--- src/rtl/mc_ctrl_pkg.sv ---
// ---------------------------------------------------------------------------
// mc_ctrl_pkg
// Shared definitions for the multicycle MIPS-subset control path. It holds
// the state encodings, the opcode and funct values the decoder recognises,
// the ALU control codes, the datapath mux encodings and the fault codes.
// ---------------------------------------------------------------------------
package mc_ctrl_pkg;

  // State encodings. These are plain constants rather than an enum so the
  // encoding exported on state_o stays fixed and is easy to read in debug
  // tools.
  typedef logic [3:0] state_t;

  localparam state_t S_FETCH    = 4'd0;
  localparam state_t S_DECODE   = 4'd1;
  localparam state_t S_MEMADR   = 4'd2;
  localparam state_t S_MEMRD    = 4'd3;
  localparam state_t S_MEMWB    = 4'd4;
  localparam state_t S_MEMWR    = 4'd5;
  localparam state_t S_RTYPE_EX = 4'd6;
  localparam state_t S_ALU_WB   = 4'd7;
  localparam state_t S_BRANCH   = 4'd8;
  localparam state_t S_ADDI_EX  = 4'd9;
  localparam state_t S_ADDI_WB  = 4'd10;
  localparam state_t S_JUMP     = 4'd11;
  localparam state_t S_FAULT    = 4'd12;

  // Primary opcodes, instr[31:26].
  localparam logic [5:0] OP_RTYPE = 6'h00;
  localparam logic [5:0] OP_LW    = 6'h23;
  localparam logic [5:0] OP_SW    = 6'h2B;
  localparam logic [5:0] OP_BEQ   = 6'h04;
  localparam logic [5:0] OP_ADDI  = 6'h08;
  localparam logic [5:0] OP_J     = 6'h02;

  // R-type function codes, instr[5:0].
  localparam logic [5:0] FN_NOP = 6'h00;
  localparam logic [5:0] FN_ADD = 6'h20;
  localparam logic [5:0] FN_SUB = 6'h22;
  localparam logic [5:0] FN_AND = 6'h24;
  localparam logic [5:0] FN_OR  = 6'h25;
  localparam logic [5:0] FN_XOR = 6'h26;
  localparam logic [5:0] FN_NOR = 6'h27;

  typedef enum logic [3:0] {
    ALU_AND = 4'b0000,
    ALU_OR  = 4'b0001,
    ALU_ADD = 4'b0010,
    ALU_XOR = 4'b0011,
    ALU_SUB = 4'b0110,
    ALU_NOR = 4'b1100
  } alu_ctrl_e;

  typedef enum logic [1:0] {
    SRCB_REG    = 2'b00,  // B register
    SRCB_FOUR   = 2'b01,  // constant 4
    SRCB_IMM    = 2'b10,  // sign-extended immediate
    SRCB_IMM_SH = 2'b11   // sign-extended immediate << 2
  } alu_src_b_e;

  typedef enum logic [1:0] {
    PCSRC_ALU    = 2'b00,  // ALU result (PC + 4)
    PCSRC_ALUOUT = 2'b01,  // branch target held in ALUOut
    PCSRC_JUMP   = 2'b10   // {PC[31:28], instr[25:0], 2'b00}
  } pc_src_e;

  typedef enum logic [1:0] {
    FAULT_NONE    = 2'b00,
    FAULT_ILLEGAL = 2'b01,
    FAULT_TIMEOUT = 2'b10
  } fault_code_e;

  // States that wait on the unified-memory ready handshake.
  function automatic logic is_mem_state(input state_t s);
    return (s == S_FETCH) || (s == S_MEMRD) || (s == S_MEMWR);
  endfunction

endpackage

--- src/rtl/mc_alu_decoder.sv ---
// ---------------------------------------------------------------------------
// mc_alu_decoder
// Combinational R-type funct decoder. Maps instr[5:0] to the ALU operation
// and flags whether the funct belongs to the supported subset.
//   funct    in  6  instr[5:0]
//   alu_ctrl out 4  ALU operation (ADD for NOP and for unsupported codes)
//   legal    out 1  funct is NOP, ADD, SUB, AND, OR, XOR or NOR
// ---------------------------------------------------------------------------
module mc_alu_decoder
  import mc_ctrl_pkg::*;
(
  input  logic [5:0] funct,
  output logic [3:0] alu_ctrl,
  output logic       legal
);

  always_comb begin
    // NOTE: every output gets a default before the case so that no path
    // leaves it unassigned, which would otherwise infer a latch.
    alu_ctrl = ALU_ADD;
    legal    = 1'b1;
    case (funct)
      FN_NOP:  alu_ctrl = ALU_ADD;
      FN_ADD:  alu_ctrl = ALU_ADD;
      FN_SUB:  alu_ctrl = ALU_SUB;
      FN_AND:  alu_ctrl = ALU_AND;
      FN_OR:   alu_ctrl = ALU_OR;
      FN_XOR:  alu_ctrl = ALU_XOR;
      FN_NOR:  alu_ctrl = ALU_NOR;
      default: legal    = 1'b0;
    endcase
  end

endmodule

--- src/rtl/mc_controller.sv ---
// ---------------------------------------------------------------------------
// mc_controller
// Multicycle control FSM for the 32-bit MIPS-subset core. Sequences the
// shared PC/ALU/memory datapath through fetch, decode, execute, memory and
// writeback, waits on the memory ready handshake, traps illegal
// instructions and memory timeouts, and counts retired instructions.
//
// Ports
//   clk, reset            clock (rising edge), synchronous active-high reset
//   opcode, funct         instr[31:26] and instr[5:0] from IR
//   zero                  ALU zero flag
//   mem_ready             memory completes the access this cycle
//   pc_en, pc_write_cond  PC load enable and branch-qualified write
//   iord, mem_read, mem_write, ir_write       memory side controls
//   reg_dst, mem_to_reg, reg_write            register file controls
//   alu_src_a, alu_src_b, alu_ctrl, pc_src    datapath mux and ALU controls
//   fault, fault_code     sticky fault flag and cause
//   instr_count           retired-instruction counter (wraps)
//   state_o               current state encoding (debug)
// ---------------------------------------------------------------------------
module mc_controller
  import mc_ctrl_pkg::*;
#(
  parameter int WAIT_LIMIT = 16,  // 1..255
  parameter int CNT_W      = 32
) (
  input  logic             clk,
  input  logic             reset,
  input  logic [5:0]       opcode,
  input  logic [5:0]       funct,
  input  logic             zero,
  input  logic             mem_ready,
  output logic             pc_en,
  output logic             pc_write_cond,
  output logic             iord,
  output logic             mem_read,
  output logic             mem_write,
  output logic             ir_write,
  output logic             reg_dst,
  output logic             mem_to_reg,
  output logic             reg_write,
  output logic             alu_src_a,
  output logic [1:0]       alu_src_b,
  output logic [3:0]       alu_ctrl,
  output logic [1:0]       pc_src,
  output logic             fault,
  output logic [1:0]       fault_code,
  output logic [CNT_W-1:0] instr_count,
  output logic [3:0]       state_o
);

  localparam logic [7:0] WAIT_MAX = 8'(WAIT_LIMIT - 1);

  state_t           state_q, state_d;
  logic [7:0]       wait_q, wait_d;
  logic [CNT_W-1:0] count_q, count_d;
  logic [1:0]       code_q, code_d;

  logic       retire;
  logic       timeout;
  logic       pc_write;
  logic [3:0] fn_alu_ctrl;
  logic       fn_legal;

  mc_alu_decoder u_alu_decoder (
    .funct    (funct),
    .alu_ctrl (fn_alu_ctrl),
    .legal    (fn_legal)
  );

  // A memory state has used up its wait budget when it is in its last
  // allowed cycle and memory is still not ready.
  assign timeout = is_mem_state(state_q) && !mem_ready && (wait_q == WAIT_MAX);

  // Next-state, retire and fault-cause logic.
  always_comb begin
    state_d = state_q;
    code_d  = code_q;
    retire  = 1'b0;
    case (state_q)
      S_FETCH: begin
        if (timeout) begin
          state_d = S_FAULT;
          code_d  = FAULT_TIMEOUT;
        end else if (mem_ready) begin
          state_d = S_DECODE;
        end
      end
      S_DECODE: begin
        case (opcode)
          OP_LW, OP_SW: state_d = S_MEMADR;
          OP_RTYPE: begin
            if (!fn_legal) begin
              state_d = S_FAULT;
              code_d  = FAULT_ILLEGAL;
            end else if (funct == FN_NOP) begin
              // NOP has nothing to execute or write back.
              state_d = S_FETCH;
              retire  = 1'b1;
            end else begin
              state_d = S_RTYPE_EX;
            end
          end
          OP_BEQ:  state_d = S_BRANCH;
          OP_ADDI: state_d = S_ADDI_EX;
          OP_J:    state_d = S_JUMP;
          default: begin
            state_d = S_FAULT;
            code_d  = FAULT_ILLEGAL;
          end
        endcase
      end
      S_MEMADR: state_d = (opcode == OP_LW) ? S_MEMRD : S_MEMWR;
      S_MEMRD: begin
        if (timeout) begin
          state_d = S_FAULT;
          code_d  = FAULT_TIMEOUT;
        end else if (mem_ready) begin
          state_d = S_MEMWB;
        end
      end
      S_MEMWR: begin
        if (timeout) begin
          state_d = S_FAULT;
          code_d  = FAULT_TIMEOUT;
        end else if (mem_ready) begin
          state_d = S_FETCH;
          retire  = 1'b1;
        end
      end
      S_RTYPE_EX: state_d = S_ALU_WB;
      S_ADDI_EX:  state_d = S_ADDI_WB;
      S_MEMWB, S_ALU_WB, S_BRANCH, S_ADDI_WB, S_JUMP: begin
        state_d = S_FETCH;
        retire  = 1'b1;
      end
      S_FAULT: state_d = S_FAULT;
      // Unused encodings recover by restarting the fetch.
      default: state_d = S_FETCH;
    endcase
  end

  // The wait counter restarts whenever the state changes, so each memory
  // state gets its own full budget.
  always_comb begin
    wait_d = wait_q;
    if (state_d != state_q) begin
      wait_d = '0;
    end else if (is_mem_state(state_q) && !mem_ready) begin
      wait_d = wait_q + 8'd1;
    end
  end

  assign count_d = count_q + {{(CNT_W-1){1'b0}}, retire};

  // NOTE: the reset here is synchronous, so it lives inside the clocked
  // block and is sampled only on the rising edge like any other input.
  always_ff @(posedge clk) begin
    if (reset) begin
      state_q <= S_FETCH;
      wait_q  <= '0;
      count_q <= '0;
      code_q  <= FAULT_NONE;
    end else begin
      // NOTE: state registers use non-blocking assignments so every flop
      // samples its next value from the same pre-edge snapshot.
      state_q <= state_d;
      wait_q  <= wait_d;
      count_q <= count_d;
      code_q  <= code_d;
    end
  end

  // Moore outputs on state. The fetch handshake strobes follow mem_ready,
  // and the timeout cycle issues no memory or fetch strobe.
  always_comb begin
    pc_write      = 1'b0;
    pc_write_cond = 1'b0;
    iord          = 1'b0;
    mem_read      = 1'b0;
    mem_write     = 1'b0;
    ir_write      = 1'b0;
    reg_dst       = 1'b0;
    mem_to_reg    = 1'b0;
    reg_write     = 1'b0;
    alu_src_a     = 1'b0;
    alu_src_b     = SRCB_REG;
    alu_ctrl      = ALU_ADD;
    pc_src        = PCSRC_ALU;
    case (state_q)
      S_FETCH: begin
        mem_read  = !timeout;
        ir_write  = mem_ready;
        pc_write  = mem_ready;
        alu_src_b = SRCB_FOUR;
      end
      S_DECODE: alu_src_b = SRCB_IMM_SH;
      S_MEMADR: begin
        alu_src_a = 1'b1;
        alu_src_b = SRCB_IMM;
      end
      S_MEMRD: begin
        mem_read = !timeout;
        iord     = 1'b1;
      end
      S_MEMWB: begin
        reg_write  = 1'b1;
        mem_to_reg = 1'b1;
      end
      S_MEMWR: begin
        mem_write = !timeout;
        iord      = 1'b1;
      end
      S_RTYPE_EX: begin
        alu_src_a = 1'b1;
        alu_ctrl  = fn_alu_ctrl;
      end
      S_ALU_WB: begin
        reg_write = 1'b1;
        reg_dst   = 1'b1;
      end
      S_BRANCH: begin
        alu_src_a     = 1'b1;
        alu_ctrl      = ALU_SUB;
        pc_write_cond = 1'b1;
        pc_src        = PCSRC_ALUOUT;
      end
      S_ADDI_EX: begin
        alu_src_a = 1'b1;
        alu_src_b = SRCB_IMM;
      end
      S_ADDI_WB: reg_write = 1'b1;
      S_JUMP: begin
        pc_write = 1'b1;
        pc_src   = PCSRC_JUMP;
      end
      default: ;
    endcase
  end

  assign pc_en       = pc_write | (pc_write_cond & zero);
  assign fault       = (state_q == S_FAULT);
  assign fault_code  = code_q;
  assign instr_count = count_q;
  assign state_o     = state_q;

endmodule

--- config.mk ---
export PLATFORM = sky130hd
export DESIGN_NAME = mc_controller
export DESIGN_NICKNAME = d
export VERILOG_FILES = /design/src/rtl/mc_ctrl_pkg.sv /design/src/rtl/mc_alu_decoder.sv /design/src/rtl/mc_controller.sv
export SDC_FILE = /design/constraint.sdc
export NUM_CORES = 1
export LEC_CHECK = 0
export CAP_MARGIN = 20
export CORE_AREA = 2 2 78 80
export CTS_CLUSTER_SIZE = 24
export DETAILED_ROUTE_END_ITERATION = 7
export DIE_AREA = 0 0 80 82
export PLACE_DENSITY = 0.79
export REMOVE_ABC_BUFFERS = 1
export SLEW_MARGIN = 20
export SYNTH_ARGS = -nofsm -noshare
export SYNTH_HDL_FRONTEND = slang
export SYNTH_SLANG_ARGS = --single-unit
--- constraint.sdc ---
create_clock -name clk -period 3.4 [get_ports clk]
set_clock_uncertainty 0.05 [all_clocks]
set_input_delay 0.34 -clock clk [delete_from_list [all_inputs] [get_ports clk]]
set_output_delay 0.34 -clock clk [all_outputs]
set_load 0.05 [all_outputs]
==> impl_metrics.env, run 1 <==
export IMPL_tns_ps=0
export IMPL_first_pass_iters=4
export IMPL_max_slew_margin_rel=0.533
export IMPL_cts_hold_buffers=0
export IMPL_grt_antenna_before_repair=0
export IMPL_fin_ws_ps=306
export IMPL_gp_congestion=0.822
export IMPL_cts_sinks=46
export IMPL_fp_dieW_um=80
export IMPL_critPathTopFamily="simple AND/OR/NAND/NOR gates"
export IMPL_seq_area_frac_synth=0.341
export IMPL_htree_levels=2
export IMPL_status="finished, final reports clean"
export IMPL_arrival_ps=2700
export IMPL_ys_types=52
export IMPL_track_usage=0.201
export IMPL_cts_inserted_buffers=5
export IMPL_antenna_cells=0
export IMPL_synth_simple_area_share=0.312
export IMPL_wl_um=6270
export IMPL_tightest_slew_ps=699
export IMPL_clkLatencyLatePin_ps=300
export IMPL_synthMuxAreaShare=0.00741
export IMPL_gr_total_overflow=0
export IMPL_worstPathMaxFanout=23
export IMPL_clk_pin_slew_ps=80
export IMPL_synth_compound_area_share=0.143
export IMPL_finalCriticalPeriod_ps=3090
export IMPL_power_density_nw_per_um2=362
export IMPL_initial_core_util=0.470
export IMPL_crit_path_start_kind="register"
export IMPL_p_leak_uw=0.00121
export IMPL_ios=73
export IMPL_cts_tree="built"
export IMPL_vias=2630
export IMPL_dp_slack_ps=262
export IMPL_die_height_um=82
export IMPL_post_dp_cell_area_um2=3480
export IMPL_grt_max_degree=39
export IMPL_cts_root_buf="clkbuf_8"
export IMPL_cts_resized=0
export IMPL_final_nets=418
export IMPL_coreArea_um2=5750
export IMPL_num_rows=28
export IMPL_dieArea_um2=6560
export IMPL_grt_pass1_vias=2407
export IMPL_post_route_period_util=0.910
export IMPL_path_class="reg2out"
export IMPL_wire_per_inst_um=13.2
export IMPL_hold_viol_final=0
export IMPL_yosysTopAreaCellShare=0.341
export IMPL_critPathCaptureType="output pin"
export IMPL_synth_top_family_by_area="simple AND/OR/NAND/NOR gates"
export IMPL_syn_instance_count=331
export IMPL_synth_seq_cells=46
export IMPL_fin_util=0.622
export IMPL_path_buf_inv=1
export IMPL_fin_area_um2=3570
export IMPL_avgSynthCellArea_um2=8.16
export IMPL_post_cts_buffers=0
export IMPL_irDropWorstVdd_mv=0.331
export IMPL_slowest_stage="clkdlybuf4s50_1"
export IMPL_hpwl_um=4640
export IMPL_postRouteAntennaNets=0
export IMPL_drt_iter0_markers=86
export IMPL_grt_setup_unrepaired="no"
export IMPL_cp_required_ps=3010
export IMPL_finalMaxSlewViolations=0
export IMPL_ys_top_cells_by_area="dfxtp_1 (34%), xnor2_1 (7.1%), nor2_1 (6.0%)"
export IMPL_critical_path_cell_chain="nand2b_1 -> nor3_1 -> nand2_1 -> nor2_1 -> clkdlybuf4s50_1"
export IMPL_cap_violations=0
export IMPL_max_stage_delay_ps=810
export IMPL_portBuffers=72
export IMPL_synth_area_um2=2700
export IMPL_grt_first_pass_wirelength_um=10700
export IMPL_setup_violations=0
export IMPL_clk_path_buf_depth=2
export IMPL_area_growth_pct=32.2
export IMPL_hold_class="reg2reg"
export IMPL_async_flop_share=0
export IMPL_synth_edf_count=0
export IMPL_fmax_mhz=323
export IMPL_ys_flop_type="dfxtp_1"
export IMPL_yosysTopAreaCell="dfxtp_1"
export IMPL_via_per_inst=5.54
export IMPL_ys_warn_count=0
export IMPL_synth_adder_area_share=0.0181
export IMPL_layout_drive_gt1_share=0.0825
export IMPL_drc_errors=0
export IMPL_synth_xor_area_frac=0.126
-- per-stage QoR --
| stage | std cells | power [uW] | hold slack (ps) |
|---|---|---|---|
| global route | 475 | 1350 | 496 |
| CTS | 475 | 1300 | 474 |
| finish | 475 | 1290 | 469 |
| floorplan | 309 | 829 | 359 |
| detailed placement | 467 | 968 | 459 |
| global placement | 467 | 964 | 429 |
-- layer usage --
layer,vias up,track usage,wire (um)
met5,-,0,0
met1,1218,0.255,2930
met3,8,0.0516,373
met4,0,0.0559,73
met2,82,0.337,2900
li1,1322,-,-
-- worst register-to-register path: cells and delay by family (launching register included) --
family | cells | cell delay, ps
compound gates | 3 | 530
xor+xnor | 1 | 160
fa+ha+maj | 2 | 450
buf+inv | 1 | 190
flops | 1 | 770
simple gates | 4 | 600
-- layout by cell type, fill, tap and decap left out, types with 8 or more instances in the layout --
| cell type | synthesis | final |
|---|---|---|
| xnor2_1 | 22 | 22 |
| buf_4 | 1 | 13 |
| nand2_1 | 18 | 18 |
| dfxtp_1 | 46 | 46 |
| xor2_1 | 17 | 17 |
| nand4_1 | 11 | 11 |
| nor2_1 | 43 | 43 |
| o21ai_0 | 8 | 8 |
| clkdlybuf4s50_1 | 0 | 70 |
| nor4_1 | 10 | 10 |
| nand3_1 | 17 | 17 |
| nor3_1 | 19 | 19 |
| a211oi_2 | 8 | 8 |
| a21oi_1 | 9 | 9 |
| inv_1 | 8 | 8 |
-- Yosys cell counts (8+ instances only) --
| cell type | count |
|---|---|
| a211oi_2 | 8 |
| a21oi_1 | 9 |
| clkbuf_1 | 12 |
| dfxtp_1 | 46 |
| inv_1 | 8 |
| nand2_1 | 18 |
| nand3_1 | 17 |
| nand4_1 | 11 |
| nor2_1 | 43 |
| nor3_1 | 19 |
| nor4_1 | 10 |
| o21ai_0 | 8 |
| xnor2_1 | 22 |
| xor2_1 | 17 |
-- final cells by class --
type	instances	area, um^2
timing repair buffer	83	798
sequential	46	921
clock buffer	7	86.3
multi-input combinational	255	1640
inverter	8	30.0
fill	516	2170
tap	75	93.8
clock inverter	1	5.00
-- registers in the layout, summed over array words and instances, names as in the netlist --
name	flops
wait_q	8
instr_count	32
fault_code	2
state_o	4
-- kinds of logic after synthesis --
group | count (synthesis)
xor gates and xnor gates | 39
and+or+nand+nor | 160
adders and majority gates | 4
muxes | 2
DFF | 46
buffers and inverters | 30
AOI/OAI and AO/OA | 50
-- report_power, final --
group | total [uW] | internal, uW | switching (uW) | leakage [uW]
combinational | 382 | 145 | 237 | 0.000790
clock | 339 | 164 | 175 | 0.0000482
sequential | 574 | 550 | 23.6 | 0.000371
total | 1290 | 859 | 436 | 0.00121
-- final timing paths --
kind / startpoint / end / slack [ps] / cells past startpoint
max: state_o[1] / alu_ctrl[3] / 310 / 5
min: fault_code[1] / fault_code[1] / 470 / 2
max reg2reg: state_o[1] / instr_count[18] / 530 / 11
min reg2reg: fault_code[1] / fault_code[1] / 470 / 2
No activity file was read; power rests on OpenSTA's default activity.
==> run 2: changes to the inputs <==
Settings changed: SETUP_SLACK_MARGIN set to 0.1.
Clock period 3.4 ns to 3.45 ns, I/O delays scaled along.
==> run 2 against run 1 <==
  * Count of clock-buffer cells in the layout shrank 2
  * Die area is the same
  * Cell area increased by 0.28%
  * First-iteration DRC count shrank 7.0%
  * Via count increased by 1.1%
  * Cell count increased by 0.42%
  * Register-to-register slack improved by 170 ps
  * Critical path depth is the same
  * Core utilization up 0.17 points
  * Critical endpoint is now pc_en
==> impl_metrics.env, run 2 (synthesized netlist as in run 1, its figures left out) <==
export IMPL_hold_viol_final=0
export IMPL_post_cts_buffers=0
export IMPL_postRouteAntennaNets=0
export IMPL_grt_met3_usage=0.0308
export IMPL_final_cell_mix="clkdlybuf4s50_1 (70), dfxtp_1 (46), nor2_1 (43)"
export IMPL_clk_path_buf_depth=2
export IMPL_use_met2=0.342
export IMPL_cts_root_buf="clkbuf_8"
export IMPL_instances_no_fill=477
export IMPL_p_leak_uw=0.00122
export IMPL_first_pass_iters=4
export IMPL_fp_dieW_um=80
export IMPL_clkLatencyLatePin_ps=300
export IMPL_cts_sinks=46
export IMPL_hold_class="reg2reg"
export IMPL_gp_congestion=0.805
export IMPL_clk_pin_slew_ps=80
export IMPL_seq_area_um2=921
export IMPL_fin_ws_ps=443
export IMPL_cts_hold_buffers=0
export IMPL_dieArea_um2=6560
export IMPL_antenna_cells=0
export IMPL_ios=73
export IMPL_dp_cells=470
export IMPL_dp_slack_ps=296
export IMPL_arrival_ps=2610
export IMPL_crit_path_start_kind="register"
export IMPL_grt_antenna_before_repair=0
export IMPL_largest_reg_flops=32
export IMPL_track_usage=0.202
export IMPL_grt_util_met1=0.263
export IMPL_cp_required_ps=3050
export IMPL_cap_violations=0
export IMPL_wire_per_inst_um=13.5
export IMPL_die_height_um=82
export IMPL_initial_core_util=0.470
export IMPL_grt_pass1_vias=2479
export IMPL_irDropWorstVdd_mv=0.363
export IMPL_grt_first_pass_wirelength_um=10900
export IMPL_htree_levels=2
export IMPL_gr_total_overflow=0
export IMPL_max_slew_margin_rel=0.603
export IMPL_finalCriticalPeriod_ps=3010
export IMPL_layout_drive_gt1_share=0.0896
export IMPL_portBuffers=72
export IMPL_drc_errors=0
export IMPL_cts_tree="built"
export IMPL_p_total_uw=1260
export IMPL_fin_util=0.624
export IMPL_worstPathMaxFanout=20
export IMPL_drt_iter0_markers=80
export IMPL_power_density_nw_per_um2=351
export IMPL_area_growth_pct=32.6
export IMPL_coreArea_um2=5750
export IMPL_multiInputGateArea_um2=1640
export IMPL_cts_inserted_buffers=5
export IMPL_grt_setup_unrepaired="no"
export IMPL_setup_violations=0
export IMPL_cts_resized=0
export IMPL_vias=2658
export IMPL_finalMaxSlewViolations=0
export IMPL_hpwl_um=4650
export IMPL_fmax_mhz=333
export IMPL_post_route_period_util=0.872
export IMPL_final_nets=421
export IMPL_grt_max_degree=39
export IMPL_tightest_slew_ps=595
export IMPL_critPathCaptureType="output pin"
export IMPL_layout_commonest_cell="clkdlybuf4s50_1"
export IMPL_path_class="reg2out"
export IMPL_wl_um=6420
export IMPL_via_per_inst=5.57
export IMPL_num_rows=28
export IMPL_busiest_layer="met2"
export IMPL_nFillCells=511
export IMPL_status="finished, final reports clean"
run 2: worst max-delay path: stages, from the launching register on:
cell and delay (ps):
dfxtp_1 710, nand2b_1 200, nor3_1 400, a21oi_1 130, nand2_1 80, clkdlybuf4s50_1 790
run 2: final timing paths:
path                      start         endpoint  slack, ps  depth (start not counted)
setup / recovery     state_o[3]            pc_en        440                          5
hold / removal    fault_code[1]    fault_code[1]        460                          2
setup reg to reg     state_o[0]  instr_count[14]        700                         11
hold reg to reg   fault_code[1]    fault_code[1]        460                          2
run 2: metrics by stage:
step | setup TNS (ps) | area [um^2] | hold slack [ps]
after CTS | 0 | 3580 | 455
after global placement | 0 | 3500 | 432
after global routing | 0 | 3580 | 508
final | 0 | 3580 | 461
after floorplan | -1910 | 2590 | 364
after detailed placement | 0 | 3500 | 444
run 2: per-layer routing:
metal	wire, um	part of all wire
met5	0	0
met4	62	0.0097
met3	324	0.050
met2	2930	0.46
met1	3100	0.48
run 2: layout make-up:
cell class | count | share of cell area
Sequential cell | 46 | 0.257
Timing Repair Buffer | 86 | 0.229
Multi-Input combinational cell | 255 | 0.457
Clock buffer | 5 | 0.0192
Clock inverter | 2 | 0.00279
Tap cell | 75 | 0.0262
Inverter | 8 | 0.00838
run 2: report_power, final:
| part | leakage [uW] | switching [uW] | internal (uW) |
|---|---|---|---|
| registers | 0.000371 | 21.8 | 542 |
| logic | 0.000804 | 238 | 147 |
| clock network | 0.0000438 | 173 | 136 |
